### src/rtl/elevator_if.sv
// Scheduler <-> car signal bundle: call inputs, car status, and the registered
// command/status outputs of the scheduler.
interface elevator_if #(
    parameter int N_FLOORS   = 4,
    parameter int FLOOR_BITS = $clog2(N_FLOORS)
);
    logic [N_FLOORS-1:0]   call_req;
    logic [FLOOR_BITS-1:0] cur_floor;
    logic                  doors_open;
    logic                  served_pulse;
    logic [1:0]            command;
    logic [N_FLOORS-1:0]   pending;
    logic                  dir_up;
    logic                  busy;
    logic                  fault;

    modport master (
        input  call_req, cur_floor, doors_open, served_pulse,
        output command, pending, dir_up, busy, fault
    );

    modport slave (
        output call_req, cur_floor, doors_open, served_pulse,
        input  command, pending, dir_up, busy, fault
    );
endinterface

### src/rtl/elevator_scheduler.sv
// SCAN-policy elevator scheduler: latches floor calls, steers one car up/down,
// serves called floors and trips a sticky fault when a move stalls.
module elevator_scheduler #(
    parameter int N_FLOORS       = 4,
    parameter int FLOOR_BITS     = $clog2(N_FLOORS),
    parameter int TIMEOUT_CYCLES = 64
) (
    input  logic       clk,
    input  logic       rst_n,
    elevator_if.master bus
);
    localparam int CNT_W = $clog2(TIMEOUT_CYCLES + 1);

    localparam logic [1:0] CMD_IDLE  = 2'b00;
    localparam logic [1:0] CMD_UP    = 2'b01;
    localparam logic [1:0] CMD_DOWN  = 2'b10;
    localparam logic [1:0] CMD_SERVE = 2'b11;

    typedef enum logic [2:0] {
        S_IDLE,
        S_UP,
        S_DOWN,
        S_SERVE,
        S_FAULT
    } state_t;

    state_t                state_q, state_d;
    logic [CNT_W-1:0]      cnt_q, cnt_d;
    logic [FLOOR_BITS-1:0] floor_q, floor_d;
    logic [N_FLOORS-1:0]   pending_q, pending_d;
    logic                  dir_up_q, dir_up_d;
    logic [1:0]            command_q, command_d;
    logic                  busy_q, busy_d;
    logic                  fault_q, fault_d;

    logic                  floor_chg;
    logic                  above;
    logic                  below;
    logic                  here;
    logic [N_FLOORS-1:0]   clr_mask;

    assign floor_chg = (bus.cur_floor != floor_q);
    assign floor_d   = bus.cur_floor;

    // Call bookkeeping; a serve completion beats a same-cycle call on that floor.
    always_comb begin
        above    = 1'b0;
        below    = 1'b0;
        here     = 1'b0;
        clr_mask = '0;
        for (int f = 0; f < N_FLOORS; f++) begin
            if (pending_q[f]) begin
                if (f > int'(bus.cur_floor)) above = 1'b1;
                if (f < int'(bus.cur_floor)) below = 1'b1;
                if (f == int'(bus.cur_floor)) here = 1'b1;
            end
            if (bus.served_pulse && (f == int'(bus.cur_floor))) clr_mask[f] = 1'b1;
        end
        pending_d = (pending_q | bus.call_req) & ~clr_mask;
    end

    always_ff @(posedge clk or negedge rst_n) begin
        if (!rst_n) begin
            state_q   <= S_IDLE;
            cnt_q     <= '0;
            floor_q   <= '0;
            pending_q <= '0;
            dir_up_q  <= 1'b1;
            command_q <= CMD_IDLE;
            busy_q    <= 1'b0;
            fault_q   <= 1'b0;
        end else begin
            state_q   <= state_d;
            cnt_q     <= cnt_d;
            floor_q   <= floor_d;
            pending_q <= pending_d;
            dir_up_q  <= dir_up_d;
            command_q <= command_d;
            busy_q    <= busy_d;
            fault_q   <= fault_d;
        end
    end

    always_comb begin
        state_d  = state_q;
        dir_up_d = dir_up_q;
        cnt_d    = '0;
        unique case (state_q)
            S_IDLE: begin
                if (bus.doors_open) begin
                    state_d = S_IDLE;
                end else if (here) begin
                    state_d = S_SERVE;
                end else if (above && (dir_up_q || !below)) begin
                    state_d  = S_UP;
                    dir_up_d = 1'b1;
                end else if (below) begin
                    state_d  = S_DOWN;
                    dir_up_d = 1'b0;
                end
            end
            S_UP: begin
                if (floor_chg) begin
                    if (here) begin
                        state_d = S_SERVE;
                    end else if (above) begin
                        state_d = S_UP;
                    end else if (below) begin
                        state_d  = S_DOWN;
                        dir_up_d = 1'b0;
                    end else begin
                        state_d = S_IDLE;
                    end
                end else if (cnt_q == CNT_W'(TIMEOUT_CYCLES - 1)) begin
                    state_d = S_FAULT;
                end else begin
                    cnt_d = cnt_q + CNT_W'(1);
                end
            end
            S_DOWN: begin
                if (floor_chg) begin
                    if (here) begin
                        state_d = S_SERVE;
                    end else if (below) begin
                        state_d = S_DOWN;
                    end else if (above) begin
                        state_d  = S_UP;
                        dir_up_d = 1'b1;
                    end else begin
                        state_d = S_IDLE;
                    end
                end else if (cnt_q == CNT_W'(TIMEOUT_CYCLES - 1)) begin
                    state_d = S_FAULT;
                end else begin
                    cnt_d = cnt_q + CNT_W'(1);
                end
            end
            S_SERVE: begin
                if (bus.served_pulse) state_d = S_IDLE;
            end
            S_FAULT: begin
                state_d = S_FAULT;
            end
            default: begin
                state_d = S_IDLE;
            end
        endcase
    end

    // Outputs follow the next state so each transition edge carries its command.
    always_comb begin
        command_d = CMD_IDLE;
        unique case (state_d)
            S_UP:    command_d = CMD_UP;
            S_DOWN:  command_d = CMD_DOWN;
            S_SERVE: command_d = CMD_SERVE;
            default: command_d = CMD_IDLE;
        endcase
        busy_d  = (state_d != S_IDLE);
        fault_d = (state_d == S_FAULT);
    end

    assign bus.command = command_q;
    assign bus.pending = pending_q;
    assign bus.dir_up  = dir_up_q;
    assign bus.busy    = busy_q;
    assign bus.fault   = fault_q;
endmodule

### src/flat_wrapper.sv
// flat-port wrapper written by rule: the top's interface ports become plain ports
module elevator_scheduler_flat 
#(
    parameter int N_FLOORS       = 4,
    parameter int FLOOR_BITS     = $clog2(N_FLOORS),
    parameter int TIMEOUT_CYCLES = 64
)
  (clk, rst_n, bus_call_req, bus_cur_floor, bus_doors_open, bus_served_pulse, bus_command, bus_pending, bus_dir_up, bus_busy, bus_fault);
  elevator_if #(.N_FLOORS(N_FLOORS), .FLOOR_BITS(FLOOR_BITS)) bus_i ();
  input  logic clk;
  input  logic rst_n;
  input wire logic [$bits(bus_i.call_req)-1:0] bus_call_req;
  input wire logic [$bits(bus_i.cur_floor)-1:0] bus_cur_floor;
  input wire logic [$bits(bus_i.doors_open)-1:0] bus_doors_open;
  input wire logic [$bits(bus_i.served_pulse)-1:0] bus_served_pulse;
  output wire logic [$bits(bus_i.command)-1:0] bus_command;
  output wire logic [$bits(bus_i.pending)-1:0] bus_pending;
  output wire logic [$bits(bus_i.dir_up)-1:0] bus_dir_up;
  output wire logic [$bits(bus_i.busy)-1:0] bus_busy;
  output wire logic [$bits(bus_i.fault)-1:0] bus_fault;
  assign bus_i.call_req = bus_call_req;
  assign bus_i.cur_floor = bus_cur_floor;
  assign bus_i.doors_open = bus_doors_open;
  assign bus_i.served_pulse = bus_served_pulse;
  assign bus_command = bus_i.command;
  assign bus_pending = bus_i.pending;
  assign bus_dir_up = bus_i.dir_up;
  assign bus_busy = bus_i.busy;
  assign bus_fault = bus_i.fault;
  elevator_scheduler #(.N_FLOORS(N_FLOORS), .FLOOR_BITS(FLOOR_BITS), .TIMEOUT_CYCLES(TIMEOUT_CYCLES)) u_core (.clk(clk), .rst_n(rst_n), .bus(bus_i));
endmodule
### config.mk
export PLATFORM = sky130hd
export DESIGN_NAME = elevator_scheduler_flat
export DESIGN_NICKNAME = d
export VERILOG_FILES = /design/src/rtl/elevator_if.sv /design/src/rtl/elevator_scheduler.sv /design/src/flat_wrapper.sv
export SDC_FILE = /design/constraint.sdc
export NUM_CORES = 1
export LEC_CHECK = 0
export CORE_MARGIN = 2
export CORE_UTILIZATION = 45
export CTS_CLUSTER_DIAMETER = 50
export DETAILED_ROUTE_END_ITERATION = 16
export PLACE_DENSITY = 0.7
export SYNTH_ARGS = -nofsm -noshare
export SYNTH_HDL_FRONTEND = slang
export SYNTH_SLANG_ARGS = --single-unit
### constraint.sdc
create_clock -name clk -period 4.3 [get_ports clk]
set_input_delay 0.86 -clock clk [delete_from_list [all_inputs] [get_ports clk]]
set_output_delay 0.86 -clock clk [all_outputs]
set_load 0.01 [all_outputs]
* Yosys cells after proc, flatten, opt, wreduce, memory -nomap -nowiden
Index checks and enable logic that the tools add are counted.
** Cells by class
- Muxes and demuxes :: 55
- Bitwise operators :: 3
- Reductions and logical operators :: 13
- Equality and inequality tests :: 22
- Magnitude comparators :: 6
- Add/subtract/negate cells :: 1
** Operators with widths (number)
- $mux 1 :: 36
- $mux 3 :: 12
- $mux 7 :: 3
- $pmux 3 s5 :: 1
- $eq 3x2->1 const B :: 4
- $ne 2x2->1 const B :: 6
- $reduce_and 10->1 :: 1
- $add 7x1->7 const B :: 1
- $eq 7x6->1 const B :: 1
- $eq 3x1->1 const B :: 2
- $eq 3x3->1 const B :: 2
- $ne 2x1->1 const B :: 3
- $pmux 2 s3 :: 1
- $reduce_bool 3->1 :: 2
- $logic_and 1x1->1 :: 5
- $and 4x4->4 :: 1
- $eq 2x2->1 const A :: 2
- $gt 2x2->1 const A :: 2
- $lt 1x2->1 const A :: 2
- $not 4->4 :: 1
- $or 4x4->4 :: 1
- $logic_not 3->1 :: 1
- $pmux 1 s3 :: 1
- $eq 1x2->1 const A :: 1
- 8 further kinds :: 8
** Storage, ports and cells
- Output and inout port bits :: 9
- Register bits :: 21
- Input bits :: 10
- Logic and storage cells :: 108

* Depth between registers and ports, before layout
- Depth after elaboration :: 16
- Depth in mapped cells :: 7
- Mapped depth without buffers :: 7

* Least setup slack after synthesis
Ideal clock, no wire load.
- Path type :: input port to flip-flop
- Start point :: in bus_cur_floor[1]
- End point :: reg u_core.busy_q, in the netlist u_core.bus.busy
- Stages :: 7
- Slack :: 1.822 ns
- Setup time :: 0.131 ns
- Arrival time :: 2.347 ns
- Buffers on the path :: 1
- Required time :: 4.169 ns
- Cell sequence :: buf_6 > mux4_2 > clkinv_2 > o311a_2 > o21ai_2 > a41o_1 > or3_1
** Between the ends
- Word-level cells in the longest chain between the ends :: 15
- Elaborated cells on any way between the ends :: 48
- Classes of those cells :: 6 x order compare; 4 x eq/ne; 33 x mux; 5 x reduce/logical
** RTL lines
- start: declaration :: RTL line flat_wrapper.sv:13 : input wire logic [$bits(bus_i.cur_floor)-1:0] bus_cur_floor;
- $lt 1x2->1 :: RTL line elevator_scheduler.sv:54 : if (f < int'(bus.cur_floor)) below = 1'b1;
- $mux 1 :: RTL line elevator_scheduler.sv:54
- $mux 1 :: RTL line elevator_scheduler.sv:52 : if (pending_q[f]) begin
- $mux 1 :: RTL line elevator_scheduler.sv:54
- $mux 1 :: RTL line elevator_scheduler.sv:52
- $mux 1 :: RTL line elevator_scheduler.sv:54
- $mux 1 :: RTL line elevator_scheduler.sv:52
- $logic_not 1->1 :: RTL line elevator_scheduler.sv:94 : end else if (above && (dir_up_q || !below)) begin
- $logic_or 1x1->1 :: RTL line elevator_scheduler.sv:94
- $logic_and 1x1->1 :: RTL line elevator_scheduler.sv:94
- $mux 3 :: RTL line elevator_scheduler.sv:94
- $mux 3 :: RTL line elevator_scheduler.sv:92 : end else if (here) begin
- $mux 3 :: RTL line elevator_scheduler.sv:90 : if (bus.doors_open) begin
- $pmux 3 s5 (*) :: RTL line elevator_scheduler.sv:88 : unique case (state_q)
- via u_core.state_d[1] :: RTL line elevator_scheduler.sv:27 : state_t state_q, state_d;
- $reduce_bool 3->1 (*) :: RTL line elevator_scheduler.sv:159 : busy_d = (state_d != S_IDLE);
- via u_core.busy_d :: RTL line elevator_scheduler.sv:33 : logic busy_q, busy_d;
- end signal: assignment :: RTL line elevator_scheduler.sv:79 : busy_q <= busy_d;
- end: declaration :: RTL line elevator_scheduler.sv:33
The timed path passes the listed nets; every way through them passes the cells marked *.
A chain may end at the register's enable or synchronous reset.

* Final worst setup path
Same ends and word-level chain as after synthesis.

==> summary.md <==
| Metric | Value |
|---|---|
| Final Routed Wirelength | `approximately 2.1 mm` |
| Clock-pin slew reported for the worst setup and hold paths after clock tree synthesis | `about 120 ps` |
| Sequential element share of the synthesized area | `49.0%` |
| Worst setup margin | `between 1000 and 1500 ps` |
| R2R Path Start | `u_core.cnt_q[0]` |
| Count of cell types in the netlist | `40` |
| Minimum period implied by the final worst setup slack | `2880 ps` |
| Hold-fix buffer count after cts | `0` |
| Total congestion overflow after global routing | `0` |
| Core outline area | `between 2000 and 2500 um2` |
| Vias in the first global route | `between 800 and 900` |
| Number of DRC violations after detailed-routing iteration 0 | `17` |
| Via density per instance | `between 5 and 6` |
| Post-DRT Antenna Nets | `0` |
| Die Y | `52.9 um` |
| Count of flip-flops with a built-in enable after synthesis | `0` |
| Post-synthesis net count | `around 120` |
| Maximum fanout count along the critical path | `10` |
| Placement Setup Slack | `between 1000 and 1500 ps` |
| Leakage | `approximately 0.52 nW` |
| Outcome | `finished, final reports clean` |
| Buffers inserted by post-CTS timing repair | `0` |
| Slowest Stage Delay on Critical Path | `a little under 700 ps` |
| Htree depth | `1` |
| Final RePlAce weighted congestion | `~0.9` |
| Post-synthesis cell type with the largest combined area | `dfrtp_1` |
| Share of the synthesized area in the top cell type | `about 47%` |
| Total routing resource utilization after global routing | `between 10% and 20%` |
| Clock Latency Late Sink | `about 300 ps` |
| Buf/Inv on CP | `2` |
| Antenna diodes | `0` |
| Power density normalized to cell area | `approximately 450 nW/um2` |
| Cell family with the largest share of critical-path delay | `buffers and inverters` |
| Slowest cell on the critical path | `clkdlybuf4s50_1` |
| Maximum number of pins on one net before global-route repair | `22` |
| CTS buffer count | `3` |
| Maximum clock skew at final layout | `approximately 3.8 ps` |
| Element type at the critical path start | `input port` |
| Worst Hold Class | `flip-flop to flip-flop` |
| Unrepaired setup endpoints after global routing | `no` |
| Avg Inst Size Synth | `slightly above 10 um2` |
| Kind of critical path | `input port to flip-flop` |
| Cell Rows | `17` |
| Maximum number of buffers from clock root to sink | `2` |
| Initial Utilization | `about half` |
| Commonest cells after routing, fill and taps aside | `dfrtp_1 (20), clkdlybuf4s50_1 (18), nor2_1 (12)` |
| Final Max Tran Viols | `0` |
| Number of clock sinks | `21` |
| Part of the cycle the worst path needs | `between 60% and 70%` |
| Pin slew with the least headroom to its limit | `slightly above 900 ps` |
| Clock tree from TritonCTS | `built` |
| Total Negative Setup Slacks | `0 ps` |
| Number of synthesized register bits | `21` |
| Critical path origin | `bus_cur_floor[1]` |
| Maximum resistive drop on vdd | `around 0.23 mV` |
| Drt pass-1 iters | `4` |
| Clock Tree Root | `clkbuf_4` |
| Number of stages on the worst setup path | `7` |
| Depth of the worst register-to-register path | `7` |
| Main area contributors after synthesis | `dfrtp_1 (47%), nor2_1 (4.2%), o21ai_0 (3.3%)` |
| Number of antenna violations at the first check in global routing | `0` |
| Wire length of the first global-routing pass | `3.66 mm` |
| Syn-to-layout area delta | `21.2%` |
| DRC | `0` |
| Max-capacitance violation count | `0` |
| Final count of negative-setup-slack endpoints | `0` |
| Top_reg_cell synth | `dfrtp_1` |
| Signal arrival time at the worst endpoint | `~3100 ps` |
| Routed wire length per instance | `between 10 and 15 um` |
| Fraction of synthesis flops using an asynchronous set or reset pin | `100%` |
| Worst setup path end | `u_core.bus.busy` |
| Cell count after synthesis | `approximately 110` |
| Count of yosys warnings during synthesis | `0` |
| Top-level I/O count | `19` |
| Total half-perimeter wirelength after legalization and detailed placement | `roughly 1.6 mm` |
| Slew margin rel. | `around two fifths` |
| Number of gates resized after cts | `0` |
| Worst-case register-to-register setup slack | `between 2000 and 2500 ps` |
| Critical Path End Type | `flip-flop` |
| Count of buffers from port buffering | `18` |
| Most common library cell in the layout ignoring fill and taps | `dfrtp_1` |
| Die X | `between 50 and 60 um` |
| Critical path, cell by cell | `clkdlybuf4s50_1, mux4_2, clkinv_2, o311a_2, o21ai_2, a41o_1, or3_1` |
| Max Fclk | `0.348 GHz` |
| Count of nets after finishing | `137` |
| Die area | `~2800 um2` |
| Via count of the routed design | `about 900` |
| Share of layout cells above drive strength 1 | `12.8%` |
| Mapped cell area | `~1100 um2` |
| Worst EP required | `around 4500 ps` |
| Hold violation total from the final report | `0` |
| Capture point of the worst reg-to-reg path | `u_core.bus.busy` |
==> worst min-delay path by stage <==
stage | slack [ps] | cells past startpoint | startpoint | end
2_1_floorplan | 430 | 1 | u_core.cnt_q[0] | u_core.cnt_q[0]
3_3_place_gp | 440 | 1 | u_core.cnt_q[0] | u_core.cnt_q[0]
3_5_place_dp | 450 | 1 | u_core.cnt_q[0] | u_core.cnt_q[0]
4_1_cts | 470 | 1 | u_core.cnt_q[0] | u_core.cnt_q[0]
5_1_grt | 520 | 1 | u_core.cnt_q[0] | u_core.cnt_q[0]
6_report | 470 | 1 | u_core.cnt_q[0] | u_core.cnt_q[0]
==> metal layers <==
metal	routed length [um]	vias to the layer above	GRT usage, %
met5	0	-	0
met4	28	0	7.69
met3	112	4	3.67
met2	989	28	31.0
met1	971	429	20.7
li1	-	429	-
==> worst reg2reg max path, cell delays in order, from the launching register on <==
cell,delay [ps]
dfrtp_1,390
ha_1,190
nand3_1,140
or3_1,400
nor2_1,190
o21bai_1,110
a41o_1,260
or3_1,330
==> synth_stat cells, types with 2 or more instances <==
cell / number
dfrtp_1: 20
nor2_1: 12
nand2_1: 8
o21ai_0: 7
a21oi_1: 5
inv_1: 4
xnor2_1: 4
nand3_1: 3
o21bai_1: 3
or3_1: 3
a41o_1: 2
nor3_1: 2
o22a_1: 2
o31ai_1: 2
o32a_2: 2
xor2_1: 2
==> cell families (layout without fill, tap and decap cells) <==
group | Yosys count | count (layout) | share of synthesized area (%)
simple gates | 35 | 35 | 15.4
compound gates | 34 | 34 | 24.3
flops | 21 | 21 | 49.0
buf+inv | 7 | 27 | 3.25
xor+xnor | 6 | 6 | 4.88
fa+ha+maj | 1 | 1 | 1.16
mux | 1 | 1 | 2.09
==> power breakdown <==
group | internal [W] | leakage [nW] | switching (W)
clock network | 0.0000346 | 0.0177 | 0.0000603
logic | 0.000118 | 0.250 | 0.000113
registers | 0.000233 | 0.254 | 0.0000320
total | 0.000385 | 0.522 | 0.000205
==> state kept, by name, summed over array words and instances, names as in the netlist <==
signal              flops
u_core.bus.pending      4
u_core.bus.command      2
u_core.bus.fault        1
u_core.cnt_q            7
u_core.floor_q          2
u_core.bus.dir_up       1
u_core.state_q          3
u_core.bus.busy         1
==> layout make-up <==
cell class,instances,area [um2]
Timing Repair Buffer,18,180
Sequential cell,21,527
Multi-Input combinational cell,77,514
Clock inverter,1,5.00
Clock buffer,3,22.5
Tap cell,28,35.0
Inverter,5,20.0
Fill cell,197,930
==> through the flow <==
stage,util (%),cell area [um2],hold slack (ps),instances,total power [W]
2_1_floorplan,-,1080,431,105,0.000417
3_3_place_gp,57.1,1280,444,149,0.000496
3_5_place_dp,57.1,1280,453,149,0.000497
4_1_cts,58.4,1300,471,153,0.000593
5_1_grt,58.4,1300,518,153,0.000634
6_report,58.4,1300,467,153,0.000590
No activity file was read; power rests on OpenSTA's default activity.
==> RTL edit, RTL diff (same settings) <==
`N_FLOORS` is set to 4 in 3 places; all go to 16.
--- a/src/rtl/elevator_if.sv
+++ b/src/rtl/elevator_if.sv
@@ -1,7 +1,7 @@
 // Scheduler <-> car signal bundle: call inputs, car status, and the registered
 // command/status outputs of the scheduler.
 interface elevator_if #(
-    parameter int N_FLOORS   = 4,
+    parameter int N_FLOORS   = 16,
     parameter int FLOOR_BITS = $clog2(N_FLOORS)
 );
     logic [N_FLOORS-1:0]   call_req;
--- a/src/rtl/elevator_scheduler.sv
+++ b/src/rtl/elevator_scheduler.sv
@@ -1,7 +1,7 @@
 // SCAN-policy elevator scheduler: latches floor calls, steers one car up/down,
 // serves called floors and trips a sticky fault when a move stalls.
 module elevator_scheduler #(
-    parameter int N_FLOORS       = 4,
+    parameter int N_FLOORS       = 16,
     parameter int FLOOR_BITS     = $clog2(N_FLOORS),
     parameter int TIMEOUT_CYCLES = 64
 ) (
--- a/src/flat_wrapper.sv
+++ b/src/flat_wrapper.sv
@@ -1,7 +1,7 @@
 // flat-port wrapper written by rule: the top's interface ports become plain ports
 module elevator_scheduler_flat 
 #(
-    parameter int N_FLOORS       = 4,
+    parameter int N_FLOORS       = 16,
     parameter int FLOOR_BITS     = $clog2(N_FLOORS),
     parameter int TIMEOUT_CYCLES = 64
 )
Ports: changed (resized bus_call_req, bus_cur_floor and bus_pending); port bits go from 19 to 45. No check against the original RTL was run, so the function may have changed too.
==> RTL edit against the original RTL <==
  * Worst hold slack worse by 6.4 ps
  * Area after synthesis rose by 87%
  * Sequential cell count increased by 14
  * Non-clock buffer count rose by 31
  * Core utilization rose by 1.3 points
  * Setup slack got worse by 390 ps
  * Die area up 80%
  * First-iteration DRC count rose to 6.5 times the old value
  * Power is 58% higher
  * Global-route usage is 3.4 points higher
  * Clock power is 140% higher
  * Final area rose by 98%
  * Wire length rose by 130%
==> RTL edit: results <==
group,metric,value,unit
outcome,outcome,"finished, final reports clean",
global_route,grt_pass1_wl,8.369,mm
placed_design,place_inst,293,
power_and_ir_drop,p_switching,296.2,µW
critical_path,cpPeakStageDelay,800,ps
synthesis,synth_compound_area_share,24.30,%
drt,via_per_inst,5.897,
critical_path,slowest_stage,"clkdlybuf4s50_1",
timing,relSlewSlack,50.55,%
global_route,track_usage,21.07,%
drt,ant_nets,0,
synthesis,ys_seq_area_share,43.57,%
power_and_ir_drop,peakVddDrop,0.2140,mV
clocking,clkTransAtPathRegs,70,ps
synthesis,synth_mux_area_share,5.656,%
power_and_ir_drop,p_leak,0.9470,nW
clocking,root_buffer,"clkbuf_8",
synthesis,synth_top_area_share,42.26,%
synthesis,synthXorXnorAreaFrac,3.915,%
global_route,gr-total-overflow,0,
final_layout,n_fill_cell,405,
synthesis,syn_nets,229,
drt,wire_per_inst,16.07,µm
placed_design,place_area,2497,µm²
clocking,insertion_delay,280,ps
final_layout,drive_gt1_share,8.434,%
synthesis,synthTopCellsByCount,"34 x dfrtp_1, 15 x nor2_1, 12 x a21oi_1, 12 x nand2_1, 11 x o21ai_0",
drt,wl_met1,2.200,mm
drt,wl_met3,265,µm
placed_design,dp.final_hpwl,3.522,mm
placed_design,portBuffers,44,
synthesis,synth_cell_types,56,
final_layout,n_antenna_cell,0,
drt,via_count,1775,
clocking,post_cts_resized,0,
global_route,grt_util_met3,5.271,%
critical_path,critPathMaxFanout,15,
synthesis,async_reset_ff_share,100.0,%
final_layout,largest_reg_flops,16,
placed_design,pre_cts_ws,718.6,ps
synthesis,yosys.area_share.adder,0.6215,%
global_route,grt_start_max_net_pins,36,
clocking,cts_buffers,5,
final_layout,synthToLayoutAreaGrowth,28.09,%
clocking,clockBufferDepth,2,
final_layout,nNetsFinal,273,
drt,dr.max_layer_used,"met4",
timing,skew,4.902,ps
global_route,antenna_found_initial,0,
synthesis,synth_area_leaders,"dfrtp_1 42%, o22a_1 4.4%, xnor2_1 3.5%, mux4_2 3.4%, a21oi_1 3.0%",
drt,wl_met2,2.290,mm
clocking,post-cts-setup-buffer-count,0,
critical_path,worst_ep_arrival_time,3430,ps
synthesis,synthCells,204,
global_route,use_met2,34.37,%
global_route,grt_use_met1,27.62,%
drt,drt-initial-drc-count,111,
clocking,cts_htree_levels,2,
placed_design,globalplace.congestion,0.9087,
min_path,holdCritPathClass,"reg2reg",
-- RTL edit: worst paths after layout --
kind	end	slack [ps]	start	cells past startpoint
worst max-delay path	u_core.bus.busy$_DFF_PN0_	1030	bus_cur_floor[0]	8
min in group asynchronous	u_core.cnt_q[3]$_DFF_PN0_	980	rst_n	2
worst max register to register	u_core.bus.busy$_DFF_PN0_	2060	u_core.bus.pending[9]$_DFF_PN0_	7
max in group asynchronous	u_core.bus.dir_up$_DFFE_PN1P_	2980	rst_n	2
worst min register to register	u_core.cnt_q[0]$_DFF_PN0_	460	u_core.cnt_q[0]$_DFF_PN0_	1
worst min-delay path	u_core.cnt_q[0]$_DFF_PN0_	460	u_core.cnt_q[0]$_DFF_PN0_	1
-- RTL edit: cell families after synthesis --
kind of cell / after synthesis
AOI/OAI and AO/OA: 68
xor gates and xnor gates: 9
adders and majority gates: 1
buffers and inverters: 17
DFF: 35
muxes: 6
and+or+nand+nor: 68
-- RTL edit: critical path, delay by kind of cell --
kind                   cells  cell delay [ps]
multiplexers               1              510
AND/OR/NAND/NOR            1              190
AO/OA/AOI/OAI              4              810
buffers and inverters      2             1060
-- RTL edit: cell type report --
| class | count | area share [%] |
|---|---|---|
| Timing Repair Buffer | 49 | 18.53 |
| Sequential cell | 35 | 34.01 |
| Inverter | 5 | 0.7278 |
| Clock inverter | 1 | 0.1941 |
| Clock buffer | 7 | 2.960 |
| Tap cell | 52 | 2.523 |
| Multi-Input combinational cell | 152 | 41.05 |
-- RTL edit: power groups by stage --
stage,sequential [mW],clock (mW),combinational (mW)
after floorplan,0.404,0,0.197
after global placement,0.418,0,0.296
after detailed placement,0.417,0,0.295
after CTS,0.411,0.235,0.296
after global routing,0.418,0.249,0.328
final,0.411,0.227,0.294
